### src/rtl/task_os_pkg.sv
// Shared definitions for the per-node task OS blocks: opcodes, entry/op word
// field positions and the dispatcher state encoding.
`timescale 1ns/1ps
package task_os_pkg;

    localparam logic [3:0] OP_READY    = 4'h1;
    localparam logic [3:0] OP_SUSPEND  = 4'h2;
    localparam logic [3:0] OP_WAIT     = 4'h3;
    localparam logic [3:0] OP_KILL     = 4'h4;
    localparam logic [3:0] OP_PRIO     = 4'h5;
    localparam logic [3:0] OP_HIT      = 4'h6;
    localparam logic [3:0] OP_EXEC     = 4'h7;
    localparam logic [3:0] OP_KILL_ALL = 4'hC;

    // Packed scheduler entry: {priority, id}
    localparam int ENTRY_PRIO_LSB = 4;
    localparam int ENTRY_ID_LSB   = 0;

    // Op word: {4'h0, id, opcode, arg}
    localparam int OP_ID_LSB   = 8;
    localparam int OP_CODE_LSB = 4;
    localparam int OP_ARG_LSB  = 0;

    typedef enum logic [1:0] {
        IDLE  = 2'd0,
        SCAN  = 2'd1,
        ISSUE = 2'd2,
        SLICE = 2'd3
    } state_t;

    function automatic logic [15:0] make_op(input logic [3:0] id,
                                            input logic [3:0] opcode,
                                            input logic [3:0] arg);
        logic [15:0] op;
        op = 16'h0000;
        op[OP_ID_LSB   +: 4] = id;
        op[OP_CODE_LSB +: 4] = opcode;
        op[OP_ARG_LSB  +: 4] = arg;
        return op;
    endfunction

endpackage

### src/rtl/task_sorter_dispatch_slice_timer.sv
// Loadable down-counter; done is high in the cycle the loaded count reaches 0,
// so a load of N-1 yields a window of N cycles ending with done.
`timescale 1ns/1ps
module slice_timer #(
    parameter int WIDTH = 14
) (
    input  logic             CLK,
    input  logic             RST,
    input  logic             load,
    input  logic [WIDTH-1:0] load_value,
    output logic             done
);

    logic [WIDTH-1:0] count_reg;
    logic             running_reg;

    always_ff @(posedge CLK or posedge RST) begin
        if (RST) begin
            count_reg   <= '0;
            running_reg <= 1'b0;
        end else if (load) begin
            count_reg   <= load_value;
            running_reg <= 1'b1;
        end else if (running_reg) begin
            if (count_reg == '0) begin
                running_reg <= 1'b0;
            end else begin
                count_reg <= count_reg - WIDTH'(1);
            end
        end
    end

    assign done = running_reg && (count_reg == '0);

endmodule

### src/rtl/task_sorter_dispatch.sv
// Node dispatcher: scans task entries one per cycle, issues Execute to the
// highest-priority ready task, then lets it own the node for a fixed slice.
`timescale 1ns/1ps
module task_sorter_dispatch
    import task_os_pkg::*;
#(
    parameter int NUM_TASKS    = 8,
    parameter int SLICE_CYCLES = 10000
) (
    input  logic                   CLK,
    input  logic                   RST,
    input  logic                   EN,
    input  logic [8*NUM_TASKS-1:0] in_entries,
    output logic [15:0]            out_op,
    output logic                   out_op_valid,
    output logic [3:0]             cur_task_id,
    output logic                   busy,
    output logic                   idle_flag,
    output logic [15:0]            dispatch_count
);

    localparam int IW = (NUM_TASKS > 1) ? $clog2(NUM_TASKS) : 1;
    localparam int SW = $clog2(SLICE_CYCLES + 1);
    localparam logic [IW-1:0] LAST_IDX   = IW'(NUM_TASKS - 1);
    localparam logic [SW-1:0] SLICE_LOAD = SW'(SLICE_CYCLES - 1);

    state_t          state_reg, state_next;
    logic [IW-1:0]   idx_reg, idx_next;
    logic            best_valid_reg, best_valid_next;
    logic [3:0]      best_prio_reg, best_prio_next;
    logic [3:0]      best_id_reg, best_id_next;
    logic [15:0]     out_op_reg, out_op_next;
    logic            out_op_valid_reg, out_op_valid_next;
    logic [3:0]      cur_task_id_reg, cur_task_id_next;
    logic            busy_reg;
    logic            idle_flag_reg, idle_flag_next;
    logic [15:0]     dispatch_count_reg, dispatch_count_next;

    logic [7:0]      entry;
    logic [3:0]      entry_prio;
    logic [3:0]      entry_id;
    logic            take_entry;
    logic            cand_valid;
    logic [3:0]      cand_prio;
    logic [3:0]      cand_id;
    logic            timer_load;
    logic            timer_done;

    slice_timer #(
        .WIDTH(SW)
    ) u_slice_timer (
        .CLK       (CLK),
        .RST       (RST),
        .load      (timer_load),
        .load_value(SLICE_LOAD),
        .done      (timer_done)
    );

    // Entry under the scan pointer is read live; strict '>' keeps ties on the lower index.
    assign entry      = in_entries[{idx_reg, 3'b000} +: 8];
    assign entry_prio = entry[ENTRY_PRIO_LSB +: 4];
    assign entry_id   = entry[ENTRY_ID_LSB +: 4];
    assign take_entry = (entry_id != 4'h0) && (!best_valid_reg || (entry_prio > best_prio_reg));
    assign cand_valid = take_entry || best_valid_reg;
    assign cand_prio  = take_entry ? entry_prio : best_prio_reg;
    assign cand_id    = take_entry ? entry_id   : best_id_reg;

    always_comb begin
        state_next          = state_reg;
        idx_next            = idx_reg;
        best_valid_next     = best_valid_reg;
        best_prio_next      = best_prio_reg;
        best_id_next        = best_id_reg;
        out_op_next         = 16'h0000;
        out_op_valid_next   = 1'b0;
        cur_task_id_next    = cur_task_id_reg;
        idle_flag_next      = idle_flag_reg;
        dispatch_count_next = dispatch_count_reg;
        timer_load          = 1'b0;

        case (state_reg)
            IDLE: begin
                if (EN) begin
                    state_next      = SCAN;
                    idx_next        = '0;
                    best_valid_next = 1'b0;
                    best_prio_next  = 4'h0;
                    best_id_next    = 4'h0;
                end
            end
            SCAN: begin
                if (!EN) begin
                    state_next = IDLE;
                end else if (idx_reg == LAST_IDX) begin
                    idx_next        = '0;
                    best_valid_next = 1'b0;
                    best_prio_next  = 4'h0;
                    best_id_next    = 4'h0;
                    if (cand_valid) begin
                        // Outputs are registered, so the Execute word is formed here
                        // and appears during the ISSUE cycle.
                        state_next          = ISSUE;
                        idle_flag_next      = 1'b0;
                        out_op_next         = make_op(cand_id, OP_EXEC, 4'h0);
                        out_op_valid_next   = 1'b1;
                        cur_task_id_next    = cand_id;
                        dispatch_count_next = (dispatch_count_reg == 16'hFFFF) ?
                                              dispatch_count_reg : dispatch_count_reg + 16'd1;
                    end else begin
                        idle_flag_next = 1'b1;
                    end
                end else begin
                    idx_next        = idx_reg + IW'(1);
                    best_valid_next = cand_valid;
                    best_prio_next  = cand_prio;
                    best_id_next    = cand_id;
                end
            end
            ISSUE: begin
                state_next = SLICE;
                timer_load = 1'b1;
            end
            SLICE: begin
                if (timer_done) begin
                    if (EN) begin
                        state_next      = SCAN;
                        idx_next        = '0;
                        best_valid_next = 1'b0;
                        best_prio_next  = 4'h0;
                        best_id_next    = 4'h0;
                    end else begin
                        state_next = IDLE;
                    end
                end
            end
            default: state_next = IDLE;
        endcase
    end

    always_ff @(posedge CLK or posedge RST) begin
        if (RST) begin
            state_reg          <= IDLE;
            idx_reg            <= '0;
            best_valid_reg     <= 1'b0;
            best_prio_reg      <= 4'h0;
            best_id_reg        <= 4'h0;
            out_op_reg         <= 16'h0000;
            out_op_valid_reg   <= 1'b0;
            cur_task_id_reg    <= 4'h0;
            busy_reg           <= 1'b0;
            idle_flag_reg      <= 1'b0;
            dispatch_count_reg <= 16'h0000;
        end else begin
            state_reg          <= state_next;
            idx_reg            <= idx_next;
            best_valid_reg     <= best_valid_next;
            best_prio_reg      <= best_prio_next;
            best_id_reg        <= best_id_next;
            out_op_reg         <= out_op_next;
            out_op_valid_reg   <= out_op_valid_next;
            cur_task_id_reg    <= cur_task_id_next;
            busy_reg           <= (state_next != IDLE);
            idle_flag_reg      <= idle_flag_next;
            dispatch_count_reg <= dispatch_count_next;
        end
    end

    assign out_op         = out_op_reg;
    assign out_op_valid   = out_op_valid_reg;
    assign cur_task_id    = cur_task_id_reg;
    assign busy           = busy_reg;
    assign idle_flag      = idle_flag_reg;
    assign dispatch_count = dispatch_count_reg;

endmodule

### config.mk
export PLATFORM = sky130hd
export DESIGN_NAME = task_sorter_dispatch
export DESIGN_NICKNAME = d
export VERILOG_FILES = /design/src/rtl/task_os_pkg.sv /design/src/rtl/task_sorter_dispatch_slice_timer.sv /design/src/rtl/task_sorter_dispatch.sv
export SDC_FILE = /design/constraint.sdc
export NUM_CORES = 1
export LEC_CHECK = 0
export ABC_AREA = 1
export CAP_MARGIN = 5
export CORE_MARGIN = 2
export CORE_UTILIZATION = 50
export DETAILED_ROUTE_END_ITERATION = 12
export PLACE_DENSITY = 0.87
export SLEW_MARGIN = 30
export SYNTH_ARGS = -nofsm -noshare
export SYNTH_HDL_FRONTEND = slang
export SYNTH_HIERARCHICAL = 1
export SYNTH_SLANG_ARGS = --single-unit
### constraint.sdc
create_clock -name CLK -period 2.8 [get_ports CLK]
set_input_delay 0.56 -clock CLK [delete_from_list [all_inputs] [get_ports CLK]]
set_output_delay 0.56 -clock CLK [all_outputs]
set_load 0.05 [all_outputs]
---- Word level (Yosys, flattened, before mapping) ----
Cells that the tools add are included.
operators by class
  add/sub/neg operators ................... 3
  $lt $le $gt $ge ......................... 1
  equal/unequal tests ..................... 9
  shift-type cells ........................ 1
  multiplexer cells ....................... 45
  bitwise logic cells ..................... 1
  reductions and logical operators ........ 17
operator list
  kind                   count
  $shiftx 64x7->8        1
  $mux 12                4
  $mux 14                3
  $mux 4                 10
  $pmux 4 s3             2
  $add 16x1->16 const B  1
  $eq 16x16->1 const B   1
  $logic_not 14->1       1
  $mux 1                 14
  $sub 14x1->14 const B  1
  $mux 3                 4
  $mux 2                 5
  $pmux 3 s3             1
  $pmux 2 s4             1
  $reduce_and 4->1       2
  $ne 2x2->1 const B     3
  $reduce_and 3->1       2
  $reduce_and 5->1       1
  $eq 2x2->1 const B     2
  $gt 4x4->1             1
  $reduce_bool 2->1      2
  $reduce_bool 4->1      1
  $add 3x1->3 const B    1
  $eq 3x3->1 const B     1
  other kinds (10)       12
storage, ports and cells
  bits in registers ....................... 68
  input port bits ......................... 67
  logic and storage cells ................. 90

---- Logic depth before layout (Yosys ltp) ----
  depth in word-level cells ............... 10
  gate-level depth with buffers ........... 20
  gate-level depth less buffers ........... 17

---- Modules after synthesis ----
The synthesis kept the hierarchy.
by module, submodules not included
  module                times used  cells each  area an instance (um2)  sequential area each (um2)
  task_sorter_dispatch  1           453         3055.4                  1026.0
  slice_timer           1           167         1103.6                  375.4

---- Worst setup path before layout ----
No wires, ideal clock.
  kind .................................... flip-flop to flip-flop
  from .................................... register idx_reg[0]
  to ...................................... register best_prio_reg[0]
  setup time .............................. 116 ps
  data arrival time ....................... 2253 ps
  slack ................................... 431 ps
  cell stages (with the launch flop) ...... 21
  path buffers ............................ 3
  clock period less this slack ............ 2369 ps
  cell sequence ........................... dfrtp_1 > buf_6 > clkinv_4 > buf_6 > clkbuf_1 > nor2_1 > o22ai_1 > nand2_1 > o21ai_0 > inv_1 > ha_1 > inv_1 > a21oi_1 > o21ai_0 > o21ai_0 > nand2_1 > nand2_2 > nand2_1 > nand2_1 > nand2_1 > nand2_1
between the ends
  word-level cells in the longest chain between the ends .. 6
  elaborated cells between the ends (all ways) .. 12
  classes of those cells .................. 1 x order compare; 2 x eq/ne; 1 x shift; 4 x mux; 4 x reduce/logical
RTL lines
  element                     line                         RTL
  start, declared             task_sorter_dispatch.sv:28   logic [IW-1:0] idx_reg, idx_next;
  start signal, assigned      task_sorter_dispatch.sv:155  idx_reg <= idx_next;
  $shiftx 64x7->8             task_sorter_dispatch.sv:60   assign entry = in_entries[{idx_reg, 3'b000} +: 8];
  $gt 4x4->1                  task_sorter_dispatch.sv:63   assign take_entry = (entry_id != 4'h0) && (!best_valid_reg || (entry_prio > best_prio_reg));
  $logic_or 1x1->1            task_sorter_dispatch.sv:63
  $logic_and 1x1->1           task_sorter_dispatch.sv:63
  $ne 3x3->1 (no line)        --
  $reduce_and 4->1 (no line)  --
  end signal, assigned        task_sorter_dispatch.sv:157  best_prio_reg <= best_prio_next;
  end, declared               task_sorter_dispatch.sv:30   logic [3:0] best_prio_reg, best_prio_next;
Several ways; a longest one is shown, not always the timed one. The select of a mux whose other input is x is not followed.
A chain may end at the register's enable or synchronous reset.

---- Worst setup path after layout ----
  from .................................... register idx_reg[1]
  to ...................................... register best_prio_reg[3]
The elaborated chain is that of the path after synthesis.

==> metrics.md <==
| Metric | Value |
|---|---|
| Max-slew violations | `0` |
| Nets@finish | `797` |
| Die width | `95.20 um` |
| Main synth FF type | `dfrtp_1` |
| Worst setup path startpoint | `idx_reg[1]` |
| GRT Overall Usage | `0.2376` |
| Fmax | `400.1 MHz` |
| GPL Wtd Cong | `0.8857` |
| Synth Instances | `620` |
| CP max FO | `13` |
| Core area | `8134 um2` |
| Vias in the first global route | `4081` |
| Row cnt | `33` |
| Maximum vdd drop | `0.2109 mV` |
| Number of flip-flops in the largest register | `16` |
| Num CTS Buffers | `5` |
| Measured slew at the worst slew-check pin | `594.2 ps` |
| Worst setup EP type | `flop` |
| Post-Layout Inst Area | `5294 um2` |
| Wire per inst | `12.27 um` |
| Tot Pwr | `1539 uW` |
| Final period utilization | `0.8927` |
| Remaining antenna violation count | `0` |
| CP required | `3020 ps` |
| Final WL | `10160 um` |
| Fraction of registers with async set/reset | `1.000` |
| Clock skew | `8.284 ps` |
| Hold Vio Cnt, Final | `0` |
| Critical path class | `flop to flop` |
| ANT cells | `0` |
| Post-DP Area | `5179 um2` |
| Leakage power | `0.002637 uW` |
| Chip height | `95.20 um` |
| Worst-case clock buffer depth | `2` |
| RR Startpoint | `idx_reg[1]` |
| Grt ovf | `0` |
| Register bit count reported by yosys | `56` |
| IO buf count | `96` |
| Vias post-DR | `4216` |
| Clock Latency Late Sink | `320 ps` |
| Hold_buf cts | `0` |
| Distinct cells, synth | `35` |
| DR vias/cell | `5.092` |
| Share of cells above drive strength 1 | `0.06916` |
| Crit path DAT | `2720 ps` |
| Global-route wire length before repair | `17350 um` |
| Number of synthesized flops with an enable pin | `0` |
| Fin Setup TNS | `0 ps` |
| Post-synth top area share | `0.3369` |
| Min cycle time layout | `2500 ps` |
| Drt drc | `0` |
| Critical Path Start Type | `flop` |
| CTS root buf | `clkbuf_8` |
| Die area | `9063 um2` |
| Largest net degree at the start of global routing | `41` |
| Hpwl dp | `7695 um` |
| Sequential share of the synthesized area | `0.3369` |
| Most frequent cell after synthesis | `nand2_1` |
| Synthesized area | `4159 um2` |
| Unrepaired setup endpoints after global routing | `false` |
| Status | `completed` |
| Slew margin rel. | `0.6034` |
| Clk sink count | `56` |
| Setup Buffers After CTS | `0` |
| Mean Syn Cell Area | `6.708 um2` |
| Max-Cap Viols | `0` |
| Initial Util | `0.5113` |
| First-pass iteration count of the detailed router | `4` |
| PwrDens | `290.7 nW/um2` |
| Layout filler cell count | `668` |
| Drt initial violations | `222` |
| Area growth syn-to-layout | `27.29%` |
| Reg clk slew, reported paths | `100 ps` |
| Commonest cells in the netlist | `nand2_1, inv_1, nand3_1` |
| Top cell type by total area after synthesis | `dfrtp_1` |
| Fin util | `0.6508` |
| H-Tree Depth | `2` |
| YS warnings | `6` |
| I/O pin count | `106` |
| # setup viols final | `0` |
| Top cells by area, synth | `dfrtp_1, nand2_1, nand3_1` |
| Hold Crit Class | `primary input to asynchronous set/reset pin` |
| Initial antenna violation count | `0` |
| TritonCTS clock tree | `done` |
| Hold_ws | `445.5 ps` |
[power breakdown]
part | switching, uW | internal [uW]
combinational | 93.1 | 104
clock | 269 | 265
sequential | 0 | 808
total | 362 | 1180
[area by class of cell]
class,instances,area (um2),area share
well taps,105,131.4,0.02482
repair buffers,107,1047,0.1978
flip-flops and latches,56,1401,0.2647
multi-input cells,465,2271,0.4290
clock inverters,3,42.54,0.008036
clock buffers,5,68.82,0.01300
inverters,87,331.6,0.06263
[what timing repair did]
action	CTS	global route
gates resized for setup	0	1
endpoints found under the hold margin	0	0
endpoints found under the setup margin	0	4
[kinds of logic (layout without fill, tap and decap cells)]
logic type,Yosys count,in the layout,synth area share
and+or+nand+nor,365,365,0.3950
buffers and inverters,120,202,0.1360
DFF,56,56,0.3369
AOI/OAI and AO/OA,55,55,0.07672
xor gates and xnor gates,14,14,0.02948
adders and majority gates,8,8,0.02407
other,2,23,0.001806
[critical path, cell delays in order (launching register included)]
cell and delay [ps]:
dfrtp_1 550, inv_2 210, o21ai_0 110, o22ai_1 120, inv_1 50, o21ai_0 190
inv_1 70, ha_1 170, inv_1 50, a21oi_1 50, o21ai_0 120, o21ai_0 100
nand2_1 170, nand2_2 150, nand2_1 80, nand2_1 100, nand2_1 90, nand2_1 50
[routing by layer]
metal | vias up | share of wire | GRT usage
li1 | 2134 | - | -
met1 | 1968 | 0.43 | 0.2869
met2 | 96 | 0.52 | 0.4296
met3 | 18 | 0.036 | 0.03636
met4 | 0 | 0.018 | 0.07971
met5 | - | 0 | 0
[stage by stage]
step | setup slack (ps) | std cells
finish | 300.5 | 828
global route | 4.094 | 828
CTS | 289.3 | 828
detailed placement | -0.5711 | 820
global placement | 50.87 | 820
floorplan | 430.6 | 641
[layout by cell type, fill, tap and decap left out, drive strengths merged, types with 8 or more instances in the layout]
cell,n
buf,11
clkdlybuf4s50,96
conb,23
dfrtp,56
ha,8
inv,85
nand2,209
nand3,68
nand4,24
nor2,55
o21ai,37
o22ai,9
xor2,10
[final timing paths]
check                      cells after the start  slack [ps]                to
min in group CLK                               2         500    best_id_reg[3]
setup / recovery                              17         300  best_prio_reg[3]
hold reg to reg                                2         500    best_id_reg[3]
setup reg to reg                              17         300  best_prio_reg[3]
max in group asynchronous                      3        1700        out_op[11]
hold / removal                                 2         450              busy
Note: power is estimated with default switching activity, not from simulation.
